`src/rtl/snitch_tlb_refill_arbiter.sv`:
```
// rtl/snitch_tlb_refill_arbiter.sv - round-robin sharing of one L1 TLB refill port among NrPorts L0 TLBs
//
// Arbitrates L0 TLB miss requests round-robin. Each grant becomes one split
// request/response transaction on the L1 refill port. The PTE goes back to the
// granted L0 as a single-cycle ready pulse. An L1 fault is returned as an
// all-zero PTE, so the L0 raises the page fault on its next hit.
//
// Ports:
//   clk_i, rst_i      clock, synchronous active-high reset
//   flush_i           sfence; the in-flight response is discarded
//   l0_valid_i        per-port refill request, held until ready
//   l0_ready_o        one-hot pulse, PTE returned to that port this cycle
//   l0_va_i           per-port 20-bit VA to refill
//   l0_pte_o          PTE broadcast to all ports, valid where l0_ready_o is set
//   l0_is_4mega_o     4 MiB translation flag, broadcast
//   l1_req_valid_o    request to L1, with l1_req_ready_i and l1_req_va_o
//   l1_rsp_valid_i    L1 response (no backpressure), with l1_rsp_pte_i,
//                     l1_rsp_4mega_i and l1_rsp_fault_i
//
// All outputs come from registers. The ready pulse is registered in RESP, so it
// is visible in the cycle after RESP (that cycle is IDLE).
module snitch_tlb_refill_arbiter #(
    parameter int unsigned NrPorts = 2,
    parameter type l0_pte_t = logic
) (
    input  logic                     clk_i,
    input  logic                     rst_i,
    input  logic                     flush_i,
    input  logic [NrPorts-1:0]       l0_valid_i,
    output logic [NrPorts-1:0]       l0_ready_o,
    input  logic [NrPorts-1:0][19:0] l0_va_i,
    output l0_pte_t                  l0_pte_o,
    output logic                     l0_is_4mega_o,
    output logic                     l1_req_valid_o,
    input  logic                     l1_req_ready_i,
    output logic [19:0]              l1_req_va_o,
    input  logic                     l1_rsp_valid_i,
    input  l0_pte_t                  l1_rsp_pte_i,
    input  logic                     l1_rsp_4mega_i,
    input  logic                     l1_rsp_fault_i
);

    localparam int unsigned IdxW = (NrPorts > 1) ? $clog2(NrPorts) : 1;

    typedef enum logic [1:0] {
        ST_IDLE,
        ST_REQ,
        ST_WAIT,
        ST_RESP
    } state_e;

    state_e            state;
    logic [IdxW-1:0]   rr_ptr;
    logic [IdxW-1:0]   gnt_idx;
    logic              drop;
    logic [NrPorts-1:0] ready_q;

    logic [NrPorts-1:0] arb_valid;
    logic               arb_found;
    logic [IdxW-1:0]    arb_idx;
    logic               hi_found;
    logic [IdxW-1:0]    hi_idx;
    logic [IdxW-1:0]    rr_next;

    l0_pte_t            rsp_pte;
    logic               rsp_4mega;

    // A served L0 keeps valid asserted during its ready pulse and one cycle
    // after it. Masking that port for those two cycles avoids a duplicate refill.
    assign arb_valid = l0_valid_i & ~(l0_ready_o | ready_q);

    // Round robin: lowest set bit at or above rr_ptr, else lowest set bit
    // overall (wrap). The descending loop leaves the lowest index in each.
    always_comb begin
        arb_found = 1'b0;
        arb_idx   = '0;
        hi_found  = 1'b0;
        hi_idx    = '0;
        for (int p = int'(NrPorts) - 1; p >= 0; p--) begin
            if (arb_valid[p]) begin
                arb_found = 1'b1;
                arb_idx   = IdxW'(p);
                if (IdxW'(p) >= rr_ptr) begin
                    hi_found = 1'b1;
                    hi_idx   = IdxW'(p);
                end
            end
        end
        if (hi_found) begin
            arb_idx = hi_idx;
        end
    end

    // With NrPorts=1 this always yields 0, so rr_ptr stays constant.
    assign rr_next = (arb_idx == IdxW'(NrPorts - 1)) ? '0 : arb_idx + IdxW'(1);

    // A faulting translation is handed back as an all-zero (not accessed) PTE.
    assign rsp_pte   = l1_rsp_fault_i ? '0 : l1_rsp_pte_i;
    assign rsp_4mega = l1_rsp_4mega_i & ~l1_rsp_fault_i;

    always_ff @(posedge clk_i) begin
        if (rst_i) begin
            state          <= ST_IDLE;
            rr_ptr         <= '0;
            gnt_idx        <= '0;
            drop           <= 1'b0;
            ready_q        <= '0;
            l0_ready_o     <= '0;
            l0_pte_o       <= '0;
            l0_is_4mega_o  <= 1'b0;
            l1_req_valid_o <= 1'b0;
            l1_req_va_o    <= '0;
        end else begin
            l0_ready_o <= '0;
            ready_q    <= l0_ready_o;
            unique case (state)
                ST_IDLE: begin
                    drop <= 1'b0;
                    if (arb_found) begin
                        gnt_idx        <= arb_idx;
                        l1_req_va_o    <= l0_va_i[arb_idx];
                        rr_ptr         <= rr_next;
                        l1_req_valid_o <= 1'b1;
                        state          <= ST_REQ;
                    end
                end
                ST_REQ: begin
                    if (flush_i) begin
                        drop <= 1'b1;
                    end
                    if (l1_req_ready_i) begin
                        l1_req_valid_o <= 1'b0;
                        // A response arriving with the accept skips WAIT.
                        if (l1_rsp_valid_i) begin
                            l0_pte_o      <= rsp_pte;
                            l0_is_4mega_o <= rsp_4mega;
                            state         <= ST_RESP;
                        end else begin
                            state <= ST_WAIT;
                        end
                    end
                end
                ST_WAIT: begin
                    if (flush_i) begin
                        drop <= 1'b1;
                    end
                    if (l1_rsp_valid_i) begin
                        l0_pte_o      <= rsp_pte;
                        l0_is_4mega_o <= rsp_4mega;
                        state         <= ST_RESP;
                    end
                end
                ST_RESP: begin
                    // Flushed, or the requester withdrew: discard silently.
                    if (!drop && !flush_i && l0_valid_i[gnt_idx]) begin
                        l0_ready_o[gnt_idx] <= 1'b1;
                    end
                    drop  <= 1'b0;
                    state <= ST_IDLE;
                end
                default: begin
                    state <= ST_IDLE;
                end
            endcase
        end
    end

    // Only one L1 transaction may be outstanding; a response is legal only
    // while waiting or together with the request accept.
    rsp_only_when_outstanding: assert property (@(posedge clk_i) disable iff (rst_i)
        l1_rsp_valid_i |-> ((state == ST_WAIT) || (state == ST_REQ && l1_req_ready_i)));

endmodule

```
`config.mk`:
```
export PLATFORM = sky130hd
export DESIGN_NAME = snitch_tlb_refill_arbiter
export DESIGN_NICKNAME = d
export VERILOG_FILES = /design/src/rtl/snitch_tlb_refill_arbiter.sv
export SDC_FILE = /design/constraint.sdc
export NUM_CORES = 1
export LEC_CHECK = 0
export CAP_MARGIN = 20
export CORE_AREA = 3 3 83 61
export CTS_CLUSTER_DIAMETER = 100
export DETAILED_ROUTE_END_ITERATION = 16
export DIE_AREA = 0 0 86 64
export PLACE_DENSITY = 0.74
export SLEW_MARGIN = 40
export SYNTH_ARGS = -nofsm -noshare
export SYNTH_HDL_FRONTEND = slang
export SYNTH_SLANG_ARGS = --single-unit
export TNS_END_PERCENT = 100
```
`constraint.sdc`:
```
create_clock -name clk_i -period 1.65 [get_ports clk_i]
set_clock_uncertainty 0.05 [all_clocks]
set_input_delay 0.33 -clock clk_i [delete_from_list [all_inputs] [get_ports clk_i]]
set_output_delay 0.33 -clock clk_i [all_outputs]
set_load 0.01 [all_outputs]
```
==> impl_metrics.tcl, run 1 <==
set metrics [dict create \
    status "complete, but fails checks" \
    violations "negative setup slack" \
    most-common-layout-cells "70 x clkdlybuf4s50_1, 43 x nand2_1, 29 x dfxtp_1, 21 x nor2_1, 21 x buf_4" \
    grt.met1_usage_pct 21.6 \
    syn-instance-count 170 \
    ys_types 32 \
    r2r_slack_ns -0.02 \
    post-place-cells 307 \
    max_stage_delay_ns 0.42 \
    peakVddDrop_v 0.000674 \
    post_drt_wl_per_cell_um 14.3 \
    worst-setup-path-type "reg2reg" \
    crit_fanout 4 \
    fin_crit_ns 1.67 \
    vias 1554 \
    maxSlewViolCount 0 \
    n_antenna_cell 0 \
    drc 0 \
    critPathLaunchType "flip-flop" \
    setup_violations 1 \
    rr_startpoint "l0_ready_o[0]$_SDFF_PP0_" \
    critPathArrivalTime_ns 1.77 \
    grt.total_usage_pct 17.2 \
    grt_pass1_vias 1579 \
    ys_seq_area_share_pct 41.5 \
    n_fill_cell 403 \
    crit_slowest_cell "or3b_4" \
    finish.instance_area_um2 2700 \
    place_area_um2 2440 \
    via_per_inst 4.83 \
    r2r_cells 5 \
    synthTopCellsByArea "dfxtp_1 41%, a311oi_2 17%, nand2_1 10%" \
    synth_area_leader_cell "dfxtp_1" \
    syn_area_per_cell_um2 9.08 \
    cap_violations 0 \
    fin_cells 322 \
    portBuffers 74 \
    die_w_um 86 \
    crit_required_ns 1.75 \
    syn-num-nets 224 \
    path_delay_family "simple AND/OR/NAND/NOR gates" \
    endpoint_kind "flip-flop" \
    drive_gt1_share_pct 24.0 \
    clk_pin_slew_ns 0.06 \
    gp_congestion 0.804 \
    critPathLaunch "l0_ready_o[0]$_SDFF_PP0_" \
    rsz0062_at_grt "true" \
    nets 323 \
    p_per_area_nw_per_um2 1560 \
    cts_buffers 5 \
    synth_top_area_share_pct 41.5 \
    cts_tree "done" \
    worstHoldStart "l0_is_4mega_o$_SDFFE_PP0P_" \
    final_antenna_net_count 0 \
    clk_path_buf_depth 2 \
    ys_seq_elements 32 \
    grt_use_met3_pct 5.03 \
    area_delta_synth_final_pct 74.9 \
    regToRegEndpoint "state[1]$_SDFFE_PP0P_" \
    layout_commonest_cell "clkdlybuf4s50_1" \
    core_area_um2 4330 \
    grt_max_degree 18 \
    syn_area_um2 1540 \
    cts-root-buf "clkbuf_8" \
    grt_pass1_wl_um 7450 \
    wirelength_um 4620 \
    holdWs_ns 0.424 \
    hold_viol 0 \
    die-area_um2 5500 \
    slew_headroom_pct 69.9 \
    tightest_slew_ns 0.445 \
    io_pins 75 \
    hpwl_um 3200 \
    rows 20 \
    yosys_warnings 0 \
    clock_latency_ns 0.27 \
    clock_sinks 32 \
    grt_util_met2_pct 28.5 \
    postCtsHoldBufs 0 \
    min_period_over_period_pct 101 \
    max_freq_mhz 598 \
    hold_class "reg2reg" \
    final_core_util_pct 62.4 \
    worstPathCellList "or3b_4 -> buf_4 -> a311oi_4 -> mux2i_1 -> nor2_1" \
    worst_slack_ns -0.0209 \
    htree_levels 2 \
    grt-busiest-layer "met2" \
    hold_path_depth 2 \
    fp.dieH_um 64 \
    drt-initial-drc-count 42 \
    antenna_found_initial 0 \
    leakage_nw 1.09 \
    multi_input_area_um2 868 \
    cp.buffers_inverters 1 \
    drt_pass1_iterations 4 \
    overflow 0 \
    seq_area_um2 647 \
    min_to "l0_is_4mega_o$_SDFFE_PP0P_" \
    initial_core_util_pct 35.7 \
]
[layer usage]
metal / wire, um / vias up / share of wire (%)
met3: 327 / 2 / 7.1
met5: 0 / - / 0
met1: 2080 / 716 / 45
li1: - / 789 / -
met2: 2170 / 47 / 47
met4: 31 / 0 / 0.67
[cells by family after synthesis]
kind of cell	synth area share, %
AO/OA/AOI/OAI	24.1
adder cells (fa/ha/maj)	3.24
buffers and inverters	4.94
flip-flops	41.5
multiplexers	1.30
AND/OR/NAND/NOR	25.0
[layout make-up]
class,instances,area share [%]
well taps,55,2.55
flip-flops and latches,32,24.0
repair buffers,103,38.4
multi-input cells,124,32.2
clock buffers,5,2.55
inverters,3,0.417
[worst max path at each step]
stage                     cells past startpoint                           end
final                                         5         state[1]$_SDFFE_PP0P_
after global routing                          5         state[1]$_SDFFE_PP0P_
after CTS                                     7  l1_req_va_o[15]$_SDFFE_PP0P_
after detailed placement                      6  l1_req_va_o[11]$_SDFFE_PP0P_
after global placement                        6  l1_req_va_o[11]$_SDFFE_PP0P_
after floorplan                               4  l1_req_va_o[10]$_SDFFE_PP0P_
[repair_timing]
action	4_1_cts	5_1_grt
setup buffers	8	2
cloned	2	0
resized for setup	16	14
endpoints found under the setup margin	25	25
pin swaps	7	9
[per-stage QoR]
stage,TNS [ns],total power (W),setup slack [ns]
floorplan,0,0.00229,0.0452
global placement,-10.52,0.00315,-0.442
detailed placement,-11.23,0.00320,-0.483
CTS,-0.000161,0.00425,-0.000161
global route,-1.05,0.00452,-0.0928
finish,-0.0209,0.00422,-0.0209
[worst register-to-register path, cell delays in order, from the launching register on]
cell      delay, ns
dfxtp_2        0.33
or3b_4         0.42
buf_4          0.16
a311oi_4       0.30
mux2i_1        0.25
nor2_1         0.05
[flip-flops by register name, indices dropped and copies added, names as in the netlist]
signal,flops
drop,1
gnt_idx,1
l0_is_4mega_o,1
l0_pte_o,1
l0_ready_o,2
l1_req_va_o,20
l1_req_valid_o,1
ready_q,2
rr_ptr,1
state,2
[cells in the mapped netlist]
cell	number
buf_2	4
a21boi_4	1
dfxtp_1	32
and3_1	1
mux2i_1	2
or3b_1	1
nand2_1	43
or4b_1	1
nor3_1	1
o21a_1	1
nor2b_1	4
a21oi_1	3
o21ai_0	2
nand3b_1	2
a211oi_2	1
ha_1	4
a311oi_2	17
a31oi_1	2
clkbuf_1	2
buf_4	1
buf_1	2
nor3b_1	2
nand3_1	2
and2_1	1
and3b_1	1
nor4b_1	1
inv_1	3
nor2_1	25
a311oi_1	4
or3b_4	1
o21ai_1	1
buf_6	2
[power by group]
part | internal, W | leakage (nW) | switching, W | total (W)
clock | 0.000271 | 0.0359 | 0.000243 | 0.000514
combinational | 0.00144 | 0.786 | 0.00107 | 0.00251
sequential | 0.00104 | 0.266 | 0.000153 | 0.00119
(Power assumes the default switching activity.)
==> run 2: changes to the inputs <==
--- a/config.mk
+++ b/config.mk
@@ -6,11 +6,11 @@
 export NUM_CORES = 1
 export LEC_CHECK = 0
 export CAP_MARGIN = 20
-export CORE_AREA = 3 3 83 61
+export CORE_AREA = 3 3 79 58
 export CTS_CLUSTER_DIAMETER = 100
 export DETAILED_ROUTE_END_ITERATION = 16
-export DIE_AREA = 0 0 86 64
-export PLACE_DENSITY = 0.74
+export DIE_AREA = 0 0 82 61
+export PLACE_DENSITY = 0.78
 export SLEW_MARGIN = 40
 export SYNTH_ARGS = -nofsm -noshare
 export SYNTH_HDL_FRONTEND = slang
==> constraint.sdc (replaced) <==
create_clock -name clk_i -period 1.86 [get_ports clk_i]
set_clock_uncertainty 0.05 [all_clocks]
set_input_delay 0.372 -clock clk_i [delete_from_list [all_inputs] [get_ports clk_i]]
set_output_delay 0.372 -clock clk_i [all_outputs]
set_load 0.01 [all_outputs]
==> run 2 against run 1 <==
Compared with the run above:
- the flow now finishes without violations
- global-route usage is 0.098 points higher
- fmax is 2.0% lower
- combinational power is 25% lower
- cell area is 4.7% lower
- critical path type unchanged
- hold slack better by 0.0050 ns
- utilization is 3.6 points higher
- count of clock-buffer cells in the layout is 1 higher
==> impl_metrics.tcl, run 2 (synthesis gave the netlist of run 1 again) <==
set metrics [dict create \
    power_frac_comb_pct 52.3 \
    max_stage_delay_ns 0.41 \
    overflow 0 \
    r2r_cells 7 \
    grt.total_usage_pct 17.3 \
    layout_commonest_cell "clkdlybuf4s50_1" \
    die_w_um 82 \
    core_area_um2 3900 \
    area_delta_synth_final_pct 66.6 \
    clkPwrFrac_pct 18.4 \
    setup_violations 0 \
    worstHoldStart "l0_is_4mega_o$_SDFFE_PP0P_" \
    holdWs_ns 0.429 \
    drive_gt1_share_pct 16.5 \
    clk_pin_slew_ns 0.07 \
    endpoint_kind "flip-flop" \
    htree_levels 2 \
    path_delay_family "buffers and inverters" \
    hpwl_um 2890 \
    min_period_over_period_pct 91.6 \
    fp.dieH_um 61 \
    seqPwrFrac_pct 29.3 \
    nets 308 \
    maxSlewViolCount 0 \
    finish.instance_area_um2 2570 \
    portBuffers 74 \
    grt_pass1_wl_um 6510 \
    clock_latency_ns 0.28 \
    initial_core_util_pct 39.6 \
    grt_max_degree 31 \
    rsz0062_at_grt "false" \
    place_area_um2 2400 \
    final_antenna_net_count 0 \
    clk_path_buf_depth 2 \
    min_to "l0_is_4mega_o$_SDFFE_PP0P_" \
    p_sw_share_pct 34.2 \
    critPathLaunchType "flip-flop" \
    slew_headroom_pct 71.6 \
    largest_reg_flops 20 \
    top_register "l1_req_va_o" \
    most-common-layout-cells "72 x clkdlybuf4s50_1, 43 x nand2_1, 32 x dfxtp_1, 25 x nor2_1, 17 x a311oi_2" \
    cts_buffers 5 \
    drt_pass1_iterations 4 \
    n_antenna_cell 0 \
    crit_slowest_cell "dfxtp_1" \
    via_per_inst 4.95 \
    leakage_nw 1.00 \
    cap_violations 0 \
    power_switching_w 0.00122 \
    worstPathCellList "inv_1 -> ha_1 -> a21boi_4 -> buf_6 -> buf_2 -> buf_4 -> a311oi_1" \
    io_pins 75 \
    hold_class "reg2reg" \
    critPathArrivalTime_ns 1.85 \
    p_per_area_nw_per_um2 1390 \
    hold_path_depth 2 \
    vias 1520 \
    tightest_slew_ns 0.421 \
    rows 19 \
    grt_pass1_vias 1390 \
    die-area_um2 5000 \
    peakVddDrop_v 0.000690 \
    cts-root-buf "clkbuf_8" \
    cts_tree "done" \
    hold_viol 0 \
    antenna_found_initial 0 \
    internal-power_w 0.00235 \
    crit_fanout 8 \
    rr_startpoint "state[0]$_SDFFE_PP0P_" \
    max_freq_mhz 587 \
    post_drt_wl_per_cell_um 13.8 \
    crit_required_ns 2.01 \
    drt-initial-drc-count 35 \
    gp_congestion 0.829 \
    fin_crit_ns 1.70 \
    status "finished clean" \
    drc 0 \
    r2r_slack_ns 0.16 \
    worst-setup-path-type "reg2reg" \
    clock_sinks 32 \
    cp.buffers_inverters 4 \
    regToRegEndpoint "l1_req_va_o[17]$_SDFFE_PP0P_" \
    wirelength_um 4230 \
]
-- run 2: changes by cell type in the layout (fill, tap and decap cells not counted), sizes merged --
| cell | previous run | this run |
|---|---|---|
| dlymetal6s2s | 1 | 0 |
| bufinv | 0 | 1 |
| clkbuf | 5 | 6 |
| clkdlybuf4s50 | 70 | 72 |
| buf | 30 | 14 |
| clkinv | 0 | 1 |
-- run 2: what timing repair did --
item / 4_1_cts / 5_1_grt
hold buffers: 0 / 0
endpoints found under the setup margin: 21 / 0
buffers inserted: 4 / 0
gates resized for setup: 7 / 0
hold endpoints to repair: 0 / 0
-- run 2: worst register-to-register path, stage by stage (launching register included) --
cell and delay [ns]:
dfxtp_1 0.41, inv_1 0.10, ha_1 0.26, a21boi_4 0.17, buf_6 0.13, buf_2 0.16, buf_4 0.15, a311oi_1 0.19
-- run 2: per-layer routing --
layer	GRT usage [%]	vias up	routed length, um
met5	0	-	0
met4	5.69	0	38
met3	7.12	5	377
met2	28.1	47	1940
met1	20.9	705	1870
li1	-	763	-
-- run 2: per-stage QoR --
stage | power, W | utilization (%) | worst slack [ns] | TNS, ns | std cells
after global placement | 0.00272 | 61.6 | -0.304 | -6.82 | 294
after detailed placement | 0.00274 | 61.6 | -0.358 | -7.47 | 294
after CTS | 0.00360 | 66.0 | 0.167 | 0 | 307
after global routing | 0.00381 | 66.0 | 0.0753 | 0 | 307
after floorplan | 0.00203 | - | 0.239 | 0 | 170
final | 0.00357 | 66.0 | 0.155 | 0 | 307
-- run 2: layout make-up --
cell class | instances | area [um2]
flip-flops and latches | 32 | 641
multi-input cells | 124 | 830
clock buffers | 6 | 72.6
fillers | 337 | 1330
well taps | 52 | 65.1
inverters | 3 | 11.3
clock inverters | 2 | 35.0
repair buffers | 88 | 918
-- run 2: how the worst max path moves through the flow --
stage / startpoint / to / cells past startpoint / slack [ns]
after floorplan: l0_valid_i[1] / l1_req_va_o[10]$_SDFFE_PP0P_ / 4 / 0.24
after global placement: l0_valid_i[1] / l1_req_va_o[16]$_SDFFE_PP0P_ / 6 / -0.30
after detailed placement: l0_valid_i[1] / l1_req_va_o[18]$_SDFFE_PP0P_ / 6 / -0.36
after CTS: rr_ptr$_SDFFE_PP0P_ / l1_req_va_o[18]$_SDFFE_PP0P_ / 5 / 0.17
after global routing: state[1]$_SDFFE_PP0P_ / state[1]$_SDFFE_PP0P_ / 6 / 0.08
final: state[0]$_SDFFE_PP0P_ / l1_req_va_o[17]$_SDFFE_PP0P_ / 7 / 0.16
-- run 2: power by group through the flow --
stage	Clock [W]	Combinational [W]	Sequential, W
after global routing	0.000693	0.00204	0.00107
after global placement	0	0.00166	0.00105
after floorplan	0	0.000899	0.00113
final	0.000656	0.00187	0.00105
after CTS	0.000669	0.00188	0.00105
after detailed placement	0	0.00168	0.00106
==> run 3: changes to the inputs <==
--- a/config.mk
+++ b/config.mk
@@ -6,11 +6,11 @@
 export NUM_CORES = 1
 export LEC_CHECK = 0
 export CAP_MARGIN = 20
-export CORE_AREA = 3 3 79 58
+export CORE_AREA = 3 3 83 61
 export CTS_CLUSTER_DIAMETER = 100
 export DETAILED_ROUTE_END_ITERATION = 16
-export DIE_AREA = 0 0 82 61
-export PLACE_DENSITY = 0.78
+export DIE_AREA = 0 0 86 64
+export PLACE_DENSITY_LB_ADDON = 0.25
 export SLEW_MARGIN = 40
 export SYNTH_ARGS = -nofsm -noshare
 export SYNTH_HDL_FRONTEND = slang
==> constraint.sdc (replaced) <==
create_clock -name clk_i -period 1.45 [get_ports clk_i]
set_clock_uncertainty 0.05 [all_clocks]
set_input_delay 0.29 -clock clk_i [delete_from_list [all_inputs] [get_ports clk_i]]
set_output_delay 0.29 -clock clk_i [all_outputs]
set_load 0.01 [all_outputs]
==> run 3 against run 2 <==
Compared with the run above:
- global-route usage increased by 1.6 points
- register-to-register slack got worse by 0.32 ns
- the flow now finishes with violations (negative setup slack)
- total power grew 38%
- critical endpoint is now l1_req_va_o[11]$_SDFFE_PP0P_
- first-iteration DRC count fell by 8.6%
- utilization fell by 1.2 points
- sequential share of layout area down 1.8 points
- routed wire length grew 21%
- cell count is 7.2% higher
- hold slack worse by 0.058 ns
- non-clock buffer count up 18
- cell area grew 9.0%
- die area up 10%
==> impl_metrics.tcl, run 3 (synthesis gave the netlist of run 1 again) <==
set metrics [dict create \
    grt.total_usage_pct 18.9 \
    hold_path_depth 2 \
    fp.dieH_um 64 \
    grt_pass1_wl_um 8090 \
    worst_slack_ns -0.169 \
    drt_pass1_iterations 4 \
    gp_congestion 0.749 \
    layout_commonest_cell "clkdlybuf4s50_1" \
    antenna_found_initial 0 \
    drc 0 \
    max_freq_mhz 618 \
    cap_violations 0 \
    hold_viol 0 \
    n_fill_cell 386 \
    drive_gt1_share_pct 28.8 \
    grt_pass1_vias 1656 \
    endpoint_kind "flip-flop" \
    grt_max_degree 20 \
    tightest_slew_ns 0.417 \
    cts_buffers 5 \
    final_antenna_net_count 0 \
    status "complete, but fails checks" \
    overflow 0 \
    htree_levels 2 \
    drt-initial-drc-count 32 \
    setup_violations 24 \
    area_delta_synth_final_pct 81.6 \
    place_area_um2 2490 \
    top_register "l1_req_va_o" \
    violations "negative setup slack" \
    r2r_slack_ns -0.17 \
    rr_startpoint "ready_q[1]$_SDFF_PP0_" \
    cts_tree "done" \
    rsz0062_at_grt "true" \
    crit_required_ns 1.55 \
    worst-setup-path-type "reg2reg" \
    initial_core_util_pct 35.7 \
    rows 20 \
    hpwl_um 3280 \
    hold_class "in2reg" \
    worstHoldStart "l0_valid_i[1]" \
    critPathLaunchType "flip-flop" \
    nets 328 \
    maxSlewViolCount 0 \
    wirelength_um 5120 \
    r2r_cells 6 \
    finish.instance_area_um2 2800 \
    clk_pin_slew_ns 0.06 \
    regToRegEndpoint "l1_req_va_o[11]$_SDFFE_PP0P_" \
    post_drt_wl_per_cell_um 15.6 \
    critPathArrivalTime_ns 1.72 \
    die-area_um2 5500 \
    clock_latency_ns 0.28 \
    fin_crit_ns 1.62 \
    slew_headroom_pct 72.1 \
    total_power_w 0.00493 \
    clock_sinks 32 \
    postCtsHoldBufs 0 \
    most-common-layout-cells "47 x clkdlybuf4s50_1, 42 x nand2_1, 27 x dfxtp_1, 27 x dlygate4sd2_1, 21 x nor2_1" \
    p_per_area_nw_per_um2 1760 \
    peakVddDrop_v 0.00104 \
    cts-root-buf "clkbuf_8" \
    fin_setup_tns_ns -3.52 \
    crit_fanout 7 \
    vias 1651 \
    min_period_over_period_pct 112 \
    core_area_um2 4330 \
    leakage_nw 1.23 \
    min_to "l0_ready_o[1]$_SDFF_PP0_" \
    portBuffers 74 \
    io_pins 75 \
    die_w_um 86 \
    via_per_inst 5.02 \
    clk_path_buf_depth 2 \
    n_antenna_cell 0 \
    largest_reg_flops 20 \
]
[run 3: changes by cell type in the layout (fill, tap and decap cells not counted), moves of 5 or more]
| cell | previous run | this run |
|---|---|---|
| dfxtp_2 | 0 | 5 |
| dfxtp_1 | 32 | 27 |
| clkdlybuf4s50_1 | 72 | 47 |
| dlygate4sd2_1 | 2 | 27 |
| buf_4 | 6 | 19 |
[run 3: what timing repair did]
action	4_1_cts	5_1_grt
pin swaps	3	4
gates resized for setup	44	8
hold endpoints to repair	0	0
buffers inserted	3	3
cloned	5	1
endpoints found under the setup margin	51	25
[run 3: report_power, final]
part | leakage, nW | internal (W) | switching, W
Clock | 0.0503 | 0.000423 | 0.000319
Combinational | 0.913 | 0.00160 | 0.00125
Sequential | 0.266 | 0.00118 | 0.000165
Total | 1.23 | 0.00320 | 0.00174
[run 3: critical path, stage by stage, from the launching register on]
cell and delay (ns):
dfxtp_2 0.33, or3b_4 0.42, a21boi_4 0.23, buf_6 0.16
buf_12 0.10, buf_16 0.11, a311oi_2 0.08
[run 3: per-layer routing]
metal	GRT usage, %	routed length, um	vias up
li1	-	-	804
met1	25.0	2300	781
met2	28.9	2310	57
met3	6.70	448	9
met4	4.94	69	0
met5	0	0	-
[run 3: per-stage QoR]
stage / hold slack (ns) / util, % / setup slack (ns) / std cells
after global routing: 0.375 / 64.8 / -0.243 / 329
after global placement: 0.424 / 57.5 / -0.583 / 310
after CTS: 0.366 / 62.8 / -0.180 / 325
final: 0.371 / 64.8 / -0.169 / 329
after detailed placement: 0.421 / 57.5 / -0.646 / 310
after floorplan: 0.348 / - / -0.0814 / 170
[run 3: worst max-delay path by stage]
stage	startpoint	endpoint	slack, ns
after CTS	rr_ptr$_SDFFE_PP0P_	l1_req_va_o[16]$_SDFFE_PP0P_	-0.18
after floorplan	l0_ready_o[1]$_SDFF_PP0_	gnt_idx$_SDFFE_PP0P_	-0.08
final	ready_q[1]$_SDFF_PP0_	l1_req_va_o[11]$_SDFFE_PP0P_	-0.17
after global routing	ready_q[1]$_SDFF_PP0_	l1_req_va_o[19]$_SDFFE_PP0P_	-0.24
after detailed placement	l0_valid_i[1]	l1_req_va_o[3]$_SDFFE_PP0P_	-0.65
after global placement	l0_valid_i[1]	l1_req_va_o[1]$_SDFFE_PP0P_	-0.58
[run 3: layout make-up]
type                       instances  area [um2]  share of cell area (%)
tap                               55        68.8                    2.45
clock buffer                       7        96.3                    3.44
sequential                        32         647                    23.1
timing repair buffer             106        1080                    38.7
inverter                           3        11.3                   0.402
multi-input combinational        126         896                    32.0
